File: src/rtl/clt_rng_pkg.sv
`default_nettype none
// ============================================================================
//  Module   : clt_rng_pkg
//  Purpose  : Shared constants for the CLT Gaussian RNG: per-lane LFSR seeds,
//             reseed masks, tap placement and a constant-time clog2 helper.
//  Revision : 1.0 - initial release
// ============================================================================
package clt_rng_pkg;

    localparam int MAX_UNIF        = 8;
    localparam int SEED_W          = 31;
    // Fibonacci taps x^W + x^(W-3) + 1 (x^31 + x^28 + 1 for the default width)
    localparam int LFSR_TAP_OFFSET = 3;

    localparam logic [SEED_W-1:0] DEFAULT_SEED [MAX_UNIF] = '{
        31'h1ACE_B00C, 31'h2545_F491, 31'h3C6E_F372, 31'h5BD1_E995,
        31'h6A09_E667, 31'h0B67_AE85, 31'h510E_527F, 31'h1F83_D9AB
    };

    localparam logic [SEED_W-1:0] SEED_MASK [MAX_UNIF] = '{
        31'h0765_4321, 31'h1357_9BDF, 31'h2468_ACE0, 31'h3A5A_5A5A,
        31'h4C3C_3C3C, 31'h55AA_55AA, 31'h6F0F_0F0F, 31'h7123_4567
    };

    function automatic int clog2(input int n);
        int r;
        r = 0;
        for (int v = n - 1; v > 0; v = v >> 1) begin
            r = r + 1;
        end
        return r;
    endfunction

endpackage
`default_nettype wire

File: src/rtl/clt_lfsr.sv
`default_nettype none
// ============================================================================
//  Module   : clt_lfsr
//  Purpose  : One Fibonacci LFSR lane with step, parallel load and an
//             all-zero guard on every load path; exposes its low bits.
//  Revision : 1.0 - initial release
// ============================================================================
module clt_lfsr
    import clt_rng_pkg::*;
#(
    parameter int               WIDTH    = 31,
    parameter int               OUT_BITS = 10,
    parameter logic [WIDTH-1:0] SEED     = 1
)(
    input  logic                clk,
    input  logic                rst_n,
    input  logic                i_step,
    input  logic                i_load,
    input  logic [WIDTH-1:0]    i_load_val,
    output logic [OUT_BITS-1:0] o_bits
);

    // An all-zero state would lock the register forever, so it is replaced by 1.
    localparam logic [WIDTH-1:0] c_RESET_STATE = (SEED == '0) ? WIDTH'(1) : SEED;

    logic [WIDTH-1:0] r_state;
    logic [WIDTH-1:0] w_load_state;
    logic             w_feedback;

    assign w_load_state = (i_load_val == '0) ? WIDTH'(1) : i_load_val;
    assign w_feedback   = r_state[WIDTH-1] ^ r_state[WIDTH-1-LFSR_TAP_OFFSET];

    always_ff @(posedge clk or negedge rst_n) begin
        if (!rst_n) begin
            r_state <= c_RESET_STATE;
        end else if (i_load) begin
            r_state <= w_load_state;
        end else if (i_step) begin
            r_state <= {r_state[WIDTH-2:0], w_feedback};
        end
    end

    assign o_bits = r_state[OUT_BITS-1:0];

endmodule
`default_nettype wire

File: src/rtl/clt_gauss_rng_pipe.sv
`default_nettype none
// ============================================================================
//  Module   : clt_gauss_rng_pipe
//  Purpose  : Central-limit Gaussian noise source. Sums NUM_UNIF signed LFSR
//             uniforms through a registered adder tree and streams one sample
//             per cycle on a valid/ready interface with full back-pressure.
//             Optional macro CLT_RNG_SEED_LOAD_EN adds seed_load/seed_in.
//  Revision : 1.0 - initial release
// ============================================================================
module clt_gauss_rng_pipe
    import clt_rng_pkg::*;
#(
    parameter int NUM_UNIF   = 4,
    parameter int UNIF_WIDTH = 10,
    parameter int LFSR_WIDTH = 31,
    parameter int OUT_WIDTH  = 12
)(
    input  logic                  clk,
    input  logic                  rst,
    input  logic                  en,
    output logic [OUT_WIDTH-1:0]  out,
    output logic                  out_valid,
    input  logic                  out_ready
`ifdef CLT_RNG_SEED_LOAD_EN
   ,input  logic                  seed_load,
    input  logic [LFSR_WIDTH-1:0] seed_in
`endif
);

    localparam int L     = clog2(NUM_UNIF);
    localparam int SUM_W = UNIF_WIDTH + L;
    localparam int NODES = 2 * NUM_UNIF - 1;

    logic                    w_stall;
    logic                    w_advance;
    logic                    w_load;
    logic [LFSR_WIDTH-1:0]   w_seed_base;
    logic [UNIF_WIDTH-1:0]   w_unif      [NUM_UNIF];
    // Heap-ordered tree: node 0 is the root, leaves sit at NUM_UNIF-1 .. NODES-1.
    logic signed [SUM_W-1:0] w_node_next [NODES];
    logic signed [SUM_W-1:0] r_node      [NODES];
    logic [L:0]              r_valid;

`ifdef CLT_RNG_SEED_LOAD_EN
    assign w_load      = seed_load;
    assign w_seed_base = seed_in;
`else
    assign w_load      = 1'b0;
    assign w_seed_base = '0;
`endif

    assign w_stall   = r_valid[L] & ~out_ready;
    assign w_advance = ~w_stall;

    generate
        for (genvar i = 0; i < NUM_UNIF; i++) begin : g_unif
            clt_lfsr #(
                .WIDTH    (LFSR_WIDTH),
                .OUT_BITS (UNIF_WIDTH),
                .SEED     (LFSR_WIDTH'(DEFAULT_SEED[i]))
            ) u_lfsr (
                .clk        (clk),
                .rst_n      (rst),
                .i_step     (w_advance & en),
                .i_load     (w_load),
                .i_load_val (w_seed_base ^ LFSR_WIDTH'(SEED_MASK[i])),
                .o_bits     (w_unif[i])
            );

            assign w_node_next[NUM_UNIF-1+i] = SUM_W'(signed'(w_unif[i]));
        end

        for (genvar s = 1; s <= L; s++) begin : g_stage
            localparam int c_FIRST = (NUM_UNIF >> s) - 1;
            for (genvar n = 0; n < (NUM_UNIF >> s); n++) begin : g_node
                assign w_node_next[c_FIRST+n] = r_node[2*(c_FIRST+n)+1]
                                              + r_node[2*(c_FIRST+n)+2];
            end
        end
    endgenerate

    // Seed load clears validity but leaves data alone; bubbles carry no meaning.
    always_ff @(posedge clk or negedge rst) begin
        if (!rst) begin
            r_node  <= '{default: '0};
            r_valid <= '0;
        end else begin
            if (w_load) begin
                r_valid <= '0;
            end else if (w_advance) begin
                r_valid <= {r_valid[L-1:0], en};
            end
            if (w_advance) begin
                r_node <= w_node_next;
            end
        end
    end

    assign out_valid = r_valid[L];

    generate
        if (OUT_WIDTH >= SUM_W) begin : g_out_ext
            assign out = OUT_WIDTH'(r_node[0]);
        end else begin : g_out_shift
            assign out = r_node[0][SUM_W-1 -: OUT_WIDTH];
        end
    endgenerate

endmodule
`default_nettype wire
File: config.mk
export PLATFORM = sky130hd
export DESIGN_NAME = clt_gauss_rng_pipe
export DESIGN_NICKNAME = d
export VERILOG_FILES = /design/src/rtl/clt_rng_pkg.sv /design/src/rtl/clt_lfsr.sv /design/src/rtl/clt_gauss_rng_pipe.sv
export SDC_FILE = /design/constraint.sdc
export NUM_CORES = 1
export LEC_CHECK = 0
export CORE_MARGIN = 2
export CORE_UTILIZATION = 40
export CTS_CLUSTER_SIZE = 24
export DETAILED_ROUTE_END_ITERATION = 10
export GPL_TIMING_DRIVEN = 0
export SLEW_MARGIN = 15
export SYNTH_ARGS = -nofsm -noshare
export SYNTH_HDL_FRONTEND = slang
export SYNTH_HIERARCHICAL = 1
export SYNTH_SLANG_ARGS = --single-unit
File: constraint.sdc
create_clock -name clk -period 3.8 [get_ports clk]
set_clock_uncertainty 0.05 [all_clocks]
set_input_delay 1.14 -clock clk [delete_from_list [all_inputs] [get_ports clk]]
set_output_delay 1.14 -clock clk [all_outputs]
set_load 0.005 [all_outputs]
==> flow_summary.yaml, run 1 <==
finish:
  fin_nets: 1449
  syn_to_final_growth_pct: 21.5
  layout-drive-gt1-share: 0.138
  final_cell_mix: "275 x nand2_1, 252 x conb_1, 137 x dfrtp_1"
  utilization: 0.497
  diodes: 0
  layout_commonest_cell: "nand2_1"
global_route:
  antenna_found_initial: 0
  grt.total_usage: 0.155
  grt_start_max_net_pins: 93
  grt_pass1_wl_um: 36900
  grt_pass1_vias: 7653
  grt.overflow.total: 0
yosys:
  synth_seq_cells: 201
  yosysWarnings: 6
  netlist_instances: 1118
  avgSynthCellArea_um2: 9.59
  synth_edf_count: 0
  ys_types: 50
  synth_top_flop_cell: "dfrtp_1"
  synthArstFlopShare: 1.00
  synth-seq-area-share: 0.476
  synth_area_um2: 10700
route:
  routedWlPerCell_um: 11.9
  routed_wirelength_um: 20900
  drc_errors: 0
  num_vias: 7886
  drt-initial-drc-count: 404
  vias_per_cell: 4.48
  met2_length_um: 9440
  detail-route-antenna-nets: 0
  wl_met3_um: 622
  met1_length_um: 10400
  dr.pass1.iters: 5
  top_layer: "met4"
worst_setup_path:
  worstSetupPathType: "in -> reg"
  end_kind: "flip-flop"
  cp-start-kind: "input pin"
  worstPathRequired_ns: 4.12
  crit_fanout: 10
  arrival_ns: 3.50
timing:
  fmax_mhz: 315
  maxSlewViolCount: 0
  worst_pin_slew_ns: 0.662
  relSlewSlack: 0.559
  fin_tns_setup_ns: 0
  rsz0062_at_grt: "no"
  setup_viol: 0
  min_period_over_period: 0.837
  min_period_ns: 3.18
  finalHoldViolations: 0
clock_network:
  clk_latency_ns: 0.50
  hold_buffers: 0
  cts_resized: 0
  clk_pin_slew_worst_paths_ns: 0.06
  htreeDepth: 1
  cts_sinks: 201
  cts_made_buffers: 23
  cts-root-buf: "clkbuf_16"
  clockBufferDepth: 3
  cts_tree: "built"
  cts_setup_buffers: 0
place:
  hpwl_um: 14600
  gp_congestion: 0.801
  port_buffers: 16
run:
  max_cap_violations: 0
power:
  peakVddDrop_mv: 0.289
  p_leak_nw: 5.94
  p_per_area_nw_per_um2: 612
floorplan:
  core_area_um2: 26200
  rows: 59
  die_area_um2: 28100
  die_w_um: 168
  ios: 17
  start_util: 0.409
  die_h_um: 168
min_path:
  hp-class: "reg -> reg"
outcome:
  status: "finished clean"
-- metal layers --
layer,GRT usage,vias up
met3,0.0213,30
met2,0.250,88
met4,0.0420,0
li1,-,4141
met1,0.221,3627
met5,0,-
-- final cells by class --
class / instances / area [um^2]
fill: 2484 / 13200
multi-input combinational: 1042 / 5780
sequential: 201 / 5110
buffer: 113 / 731
clock buffer: 35 / 691
tap: 335 / 419
timing repair buffer: 18 / 220
inverter: 12 / 45.0
clock inverter: 6 / 32.5
-- registers in the layout, summed over array words and instances, names as in the netlist --
name / count
r_valid: 3
r_node: 62
out: 12
g_unif.u_lfsr/r_state: 124
-- critical path, cell delays in order --
cell,delay (ns)
clkdlybuf4s50_1,0.47
nand2b_1,0.22
clkbuf_1,0.44
and2_1,0.48
buf_4,0.24
buf_6,0.18
mux2i_1,0.22
o21ai_0,0.11
-- synth_stat cells (all sizes together) (9+ instances only) --
| master | number | area share |
|---|---|---|
| ha | 31 | 0.036 |
| o21ai | 155 | 0.073 |
| buf | 82 | 0.057 |
| dfstp | 64 | 0.16 |
| nor2 | 38 | 0.013 |
| dfrtp | 137 | 0.32 |
| a21oi | 32 | 0.015 |
| mux2i | 120 | 0.11 |
| inv | 12 | 0.0042 |
| clkbuf | 31 | 0.011 |
| nor4 | 28 | 0.026 |
| o21a | 9 | 0.0063 |
| xor2 | 12 | 0.0098 |
| a21o | 9 | 0.0063 |
| nand2 | 275 | 0.096 |
-- power breakdown --
group	switching (mW)	internal [mW]	total [mW]
clock network	0.854	1.25	2.10
registers	0.308	2.69	3.00
logic	1.53	1.34	2.87
total	2.69	5.28	7.97
-- stage by stage --
step / worst slack [ns] / hold slack, ns / instance area, um^2 / power [mW] / instances
after floorplan: 1.30 / 0.380 / 11700 / 5.14 / 1368
after global placement: -7.12 / 0.400 / 12200 / 5.82 / 1719
after detailed placement: 0.112 / 0.407 / 12300 / 5.88 / 1721
after CTS: 0.586 / 0.421 / 13000 / 8.06 / 1762
after global routing: 0.473 / 0.430 / 13000 / 8.58 / 1762
final: 0.621 / 0.419 / 13000 / 7.97 / 1762
-- final timing paths --
kind / start / endpoint / slack, ns / cells after the start
min reg2reg: r_valid[1] / r_valid[1] / 0.42 / 2
min: r_valid[1] / r_valid[1] / 0.42 / 2
min in group asynchronous: rst / g_unif[1].u_lfsr/r_state[27] / 0.49 / 1
max reg2reg: r_valid[2] / g_unif[2].u_lfsr/r_state[10] / 1.37 / 7
max in group asynchronous: rst / g_unif[3].u_lfsr/r_state[20] / 2.08 / 3
max: out_ready / g_unif[2].u_lfsr/r_state[10] / 0.62 / 8
-- cell families (layout without fill, tap and decap cells) --
group                      after synthesis  in the layout  share of synthesized area
xor gates and xnor gates                19             19                     0.0155
AOI/OAI and AO/OA                      238            238                      0.125
muxes                                  120            120                      0.112
adders and majority gates               34             34                     0.0418
buffers and inverters                  125            184                     0.0723
DFF                                    201            201                      0.476
and+or+nand+nor                        379            379                      0.157
other                                    2            252                   0.000700
Note: power is estimated with default switching activity, not from simulation.
==> run 2, diff against run 1 <==
==> constraint.sdc (replaced) <==
create_clock -name clk -period 2.7 [get_ports clk]
set_clock_uncertainty 0.05 [all_clocks]
set_input_delay 0.81 -clock clk [delete_from_list [all_inputs] [get_ports clk]]
set_output_delay 0.81 -clock clk [all_outputs]
set_load 0.005 [all_outputs]
==> run 2 against run 1 <==
Register-to-register slack got worse by 1.0 ns. Count of clock-buffer cells in the layout did not move. Design area barely moved. Core utilization barely moved. Clock power rose by 40%. Via count barely moved. Critical path depth did not move. Combinational power rose by 40%. Worst hold slack got worse by 0.26 ns. Cell count did not move. Die area did not move. Worst setup slack got worse by 0.42 ns. Largest cell class unchanged. Largest power group unchanged. Highest routed layer unchanged.
==> flow_summary.yaml, run 2 (synthesis gave the netlist of run 1 again) <==
clock_network:
  cts_made_buffers: 23
  clk_latency_ns: 0.50
  clk_pin_slew_worst_paths_ns: 0.06
  clockBufferDepth: 3
  htreeDepth: 1
  cts_tree: "built"
  cts_setup_buffers: 0
  cts_sinks: 201
  hold_buffers: 0
  cts-root-buf: "clkbuf_16"
timing:
  worst_pin_slew_ns: 0.665
  finalHoldViolations: 0
  min_period_over_period: 0.927
  rsz0062_at_grt: "no"
  fmax_mhz: 400
  min_period_ns: 2.50
  maxSlewViolCount: 0
  finalWorstSetupSlack_ns: 0.198
  setup_viol: 0
  relSlewSlack: 0.557
worst_setup_path:
  r2r_slack_ns: 0.37
  crit_buf_inv: 4
  arrival_ns: 2.83
  crit_fanout: 10
  crit_end: "g_unif[2].u_lfsr/r_state[10]"
  cp-start-kind: "input pin"
  rr_endpoint: "out[8]"
  reg2reg_from: "r_node[48]"
  critPathTopFamily: "buffers and inverters"
  slowest_delay_ns: 0.47
  critPathSlowestCell: "clkdlybuf4s50_1"
  worst-path-stages: 8
  worstSetupPathType: "in -> reg"
  worstPathRequired_ns: 3.03
  rr_worst_depth: 7
  startpoint: "out_ready"
  cp_cell_sequence: "clkdlybuf4s50_1 -> nand2b_1 -> clkbuf_2 -> and2_2 -> buf_4 -> buf_6 -> mux2i_1 -> o21ai_0"
  end_kind: "flip-flop"
floorplan:
  die_area_um2: 28100
  ios: 17
  die_w_um: 168
  core_area_um2: 26200
  die_h_um: 168
  start_util: 0.409
  rows: 59
finish:
  fillers: 2483
  final_area_um2: 13000
  layout_commonest_cell: "nand2_1"
  fin_cells: 1762
  syn_to_final_growth_pct: 21.5
  layout.area.seq_um2: 5110
  largest-register: "g_unif.u_lfsr/r_state"
  largest_reg_flops: 124
  multi_input_area_um2: 5780
  layout-drive-gt1-share: 0.139
  fin_nets: 1449
  final_cell_mix: "275 x nand2_1, 252 x conb_1, 137 x dfrtp_1"
  diodes: 0
route:
  detail-route-antenna-nets: 0
  dr.pass1.iters: 5
  drt-initial-drc-count: 442
  routed_wirelength_um: 20900
  routedWlPerCell_um: 11.9
  num_vias: 7881
  drc_errors: 0
  vias_per_cell: 4.47
power:
  p_leak_nw: 5.94
  peakVddDrop_mv: 0.407
  p_per_area_nw_per_um2: 860
min_path:
  hp-class: "in -> async"
place:
  gp_congestion: 0.801
  pre_cts_slack_ns: -0.658
  hpwl_um: 14600
  port_buffers: 16
  dp.cells: 1721
  place_area_um2: 12300
global_route:
  antenna_found_initial: 0
  gr-usage-met1: 0.220
  grt_pass1_wl_um: 36900
  grt_pass1_vias: 7661
  grt_start_max_net_pins: 93
  grt.overflow.total: 0
  grt-busiest-layer: "met2"
  grtUsageMet3: 0.0220
  use_met2: 0.251
  grt.total_usage: 0.155
outcome:
  status: "finished clean"
run:
  max_cap_violations: 0
## run 2: cell counts in the layout (fill, tap and decap cells not counted)
Identical to the previous run, type by type.
## run 2: worst min-delay path by stage
stage / cells past startpoint / endpoint / slack (ns) / from
final: 1 / g_unif[1].u_lfsr/r_state[27] / 0.16 / rst
after global routing: 1 / g_unif[1].u_lfsr/r_state[27] / 0.19 / rst
after CTS: 1 / g_unif[1].u_lfsr/r_state[27] / 0.16 / rst
after detailed placement: 2 / r_valid[1] / 0.41 / r_valid[1]
after global placement: 2 / r_valid[1] / 0.40 / r_valid[1]
after floorplan: 2 / r_valid[1] / 0.38 / r_valid[1]
## run 2: worst reg2reg max path, delay by kind of cell (launching register included)
kind	cells	cell delay [ns]
flops	1	0.41
compound gates	4	0.85
fa+ha+maj	2	0.73
xor+xnor	1	0.17
## run 2: area by class of cell
cell class | instances | area share
tap | 335 | 0.0322
buffer | 113 | 0.0562
sequential | 201 | 0.392
multi-input combinational | 1042 | 0.444
inverter | 12 | 0.00346
timing repair buffer | 18 | 0.0169
clock inverter | 6 | 0.00250
clock buffer | 35 | 0.0530
## run 2: power by group
part / switching, mW / internal [mW]
sequential: 0.436 / 3.79
combinational: 2.15 / 1.89
clock: 1.20 / 1.75
total: 3.78 / 7.43
## run 2: per-layer routing
layer  vias to the layer above  wire length [um]
li1                       4139                 -
met1                      3624             10400
met2                        88              9470
met3                        30               657
met4                         0               441
met5                         -                 0
## run 2: repair_timing
action                                 4_1_cts  5_1_grt
gates resized for setup                      2        0
setup endpoints to repair                  120        0
endpoints found under the hold margin        0        0
## run 2: metrics by stage
stage / utilization / hold WS, ns / total power, mW / TNS [ns]
floorplan: - / 0.380 / 7.23 / 0
global placement: 0.467 / 0.400 / 8.20 / -1491.80
detailed placement: 0.470 / 0.407 / 8.28 / -79.42
CTS: 0.497 / 0.162 / 11.3 / 0
global route: 0.497 / 0.188 / 12.1 / 0
finish: 0.497 / 0.160 / 11.2 / 0
==> run 3, diff against run 2 <==
--- a/config.mk
+++ b/config.mk
@@ -9,6 +9,7 @@
 export CORE_UTILIZATION = 40
 export CTS_CLUSTER_SIZE = 24
 export DETAILED_ROUTE_END_ITERATION = 10
+export DONT_BUFFER_PORTS = 1
 export GPL_TIMING_DRIVEN = 0
 export SLEW_MARGIN = 15
 export SYNTH_ARGS = -nofsm -noshare
==> run 3 against run 2 <==
The run now ends with negative hold slack left. Count of clock-buffer cells in the layout grew 1. Register-to-register slack lost 0.17 ns. Critical path depth shrank 1. Combinational power shrank 6.7%. Via count shrank 1.1%. Wire length shrank 0.86%. Worst setup slack gained 0.0036 ns. Cell count shrank 1.0%. Critical path type is now reg -> reg. Largest cell class unchanged. Largest power group unchanged.
==> flow_summary.yaml, run 3 (synthesis gave the netlist of run 1 again) <==
clock_network:
  clk_latency_ns: 0.50
  cts_made_buffers: 23
  clockBufferDepth: 3
  cts-root-buf: "clkbuf_16"
  htreeDepth: 1
  clk_pin_slew_worst_paths_ns: 0.06
  cts_setup_buffers: 0
  cts_sinks: 201
  cts_tree: "built"
  cts_resized: 0
worst_setup_path:
  r2r_slack_ns: 0.20
  worstPathRequired_ns: 3.02
  cp-start-kind: "flip-flop"
  worstSetupPathType: "reg -> reg"
  crit_fanout: 10
  rr_worst_depth: 7
  end_kind: "flip-flop"
  reg2reg_from: "r_valid[2]"
  rr_endpoint: "g_unif[0].u_lfsr/r_state[29]"
  arrival_ns: 2.81
timing:
  relSlewSlack: 0.524
  worst_pin_slew_ns: 0.714
  fin_tns_setup_ns: 0
  min_period_ns: 2.50
  maxSlewViolCount: 0
  holdWs_ns: -0.0404
  setup_viol: 0
  fmax_mhz: 400
  rsz0062_at_grt: "no"
  min_period_over_period: 0.925
  finalHoldViolations: 51
global_route:
  grt.overflow.total: 0
  grt_pass1_vias: 7704
  grt.total_usage: 0.153
  antenna_found_initial: 0
  grt_start_max_net_pins: 202
  grt_pass1_wl_um: 36600
route:
  drc_errors: 0
  num_vias: 7798
  dr.pass1.iters: 5
  drt-initial-drc-count: 515
  routed_wirelength_um: 20800
  vias_per_cell: 4.47
  routedWlPerCell_um: 11.9
  detail-route-antenna-nets: 0
floorplan:
  rows: 59
  die_w_um: 168
  core_area_um2: 26200
  start_util: 0.409
  die_h_um: 168
  ios: 17
  die_area_um2: 28100
outcome:
  status: "complete, but fails checks"
  violations: "negative hold slack"
min_path:
  hp-class: "in -> async"
place:
  port_buffers: 0
  hpwl_um: 14100
  gp_congestion: 0.811
run:
  max_cap_violations: 0
power:
  p_per_area_nw_per_um2: 855
  p_leak_nw: 5.85
  peakVddDrop_mv: 0.475
finish:
  fin_nets: 1431
  layout-drive-gt1-share: 0.137
  largest_reg_flops: 124
  syn_to_final_growth_pct: 19.4
  largest-register: "g_unif.u_lfsr/r_state"
  final_cell_mix: "275 x nand2_1, 252 x conb_1, 137 x dfrtp_1"
  layout_commonest_cell: "nand2_1"
  fillers: 2521
  diodes: 0
[run 3: worst max-delay path by stage]
stage	start	to	slack (ns)	depth (start not counted)
2_1_floorplan	out_ready	g_unif[1].u_lfsr/r_state[28]	0.53	7
3_3_place_gp	out_ready	g_unif[1].u_lfsr/r_state[5]	-0.23	7
3_5_place_dp	out_ready	g_unif[0].u_lfsr/r_state[29]	-0.23	7
4_1_cts	r_valid[2]	g_unif[0].u_lfsr/r_state[29]	0.16	7
5_1_grt	r_valid[2]	g_unif[1].u_lfsr/r_state[5]	0.02	7
6_report	r_valid[2]	g_unif[0].u_lfsr/r_state[29]	0.20	7
[run 3: routing by layer]
| layer | wire length, um | vias up | GRT usage |
|---|---|---|---|
| met2 | 8890 | 87 | 0.240 |
| met1 | 10600 | 3578 | 0.219 |
| met5 | 0 | - | 0 |
| li1 | - | 4099 | - |
| met4 | 539 | 0 | 0.0473 |
| met3 | 721 | 34 | 0.0232 |
[run 3: worst max-delay path, cell delays in order, from the launching register on]
cell and delay, ns:
dfrtp_1 0.40, nand2b_1 0.20, clkbuf_1 0.46, and2_1 0.51, buf_4 0.24, buf_6 0.18
mux2i_1 0.24, o21ai_0 0.09
[run 3: layout make-up]
class	instances	area, um^2	share of cell area
buffer	113	731	0.0570
clock buffer	36	694	0.0542
clock inverter	5	31.3	0.00244
inverter	12	45.0	0.00352
multi-input combinational	1042	5780	0.451
sequential	201	5110	0.399
tap	335	419	0.0327
[run 3: power by group]
part / switching, mW / total [mW] / internal (mW)
clock network: 1.20 / 2.97 / 1.76
registers: 0.438 / 4.23 / 3.79
logic: 2.05 / 3.76 / 1.71
[run 3: through the flow]
step            util  instance area [um^2]  power (mW)  setup WS (ns)  std cells
2_1_floorplan      -                 11700        7.23          0.533       1368
3_3_place_gp   0.461                 12100        7.95         -0.227       1703
3_5_place_dp   0.461                 12100        8.01         -0.233       1703
4_1_cts        0.489                 12800        11.1          0.156       1744
5_1_grt        0.489                 12800        11.8         0.0185       1744
6_report       0.489                 12800        11.0          0.202       1744
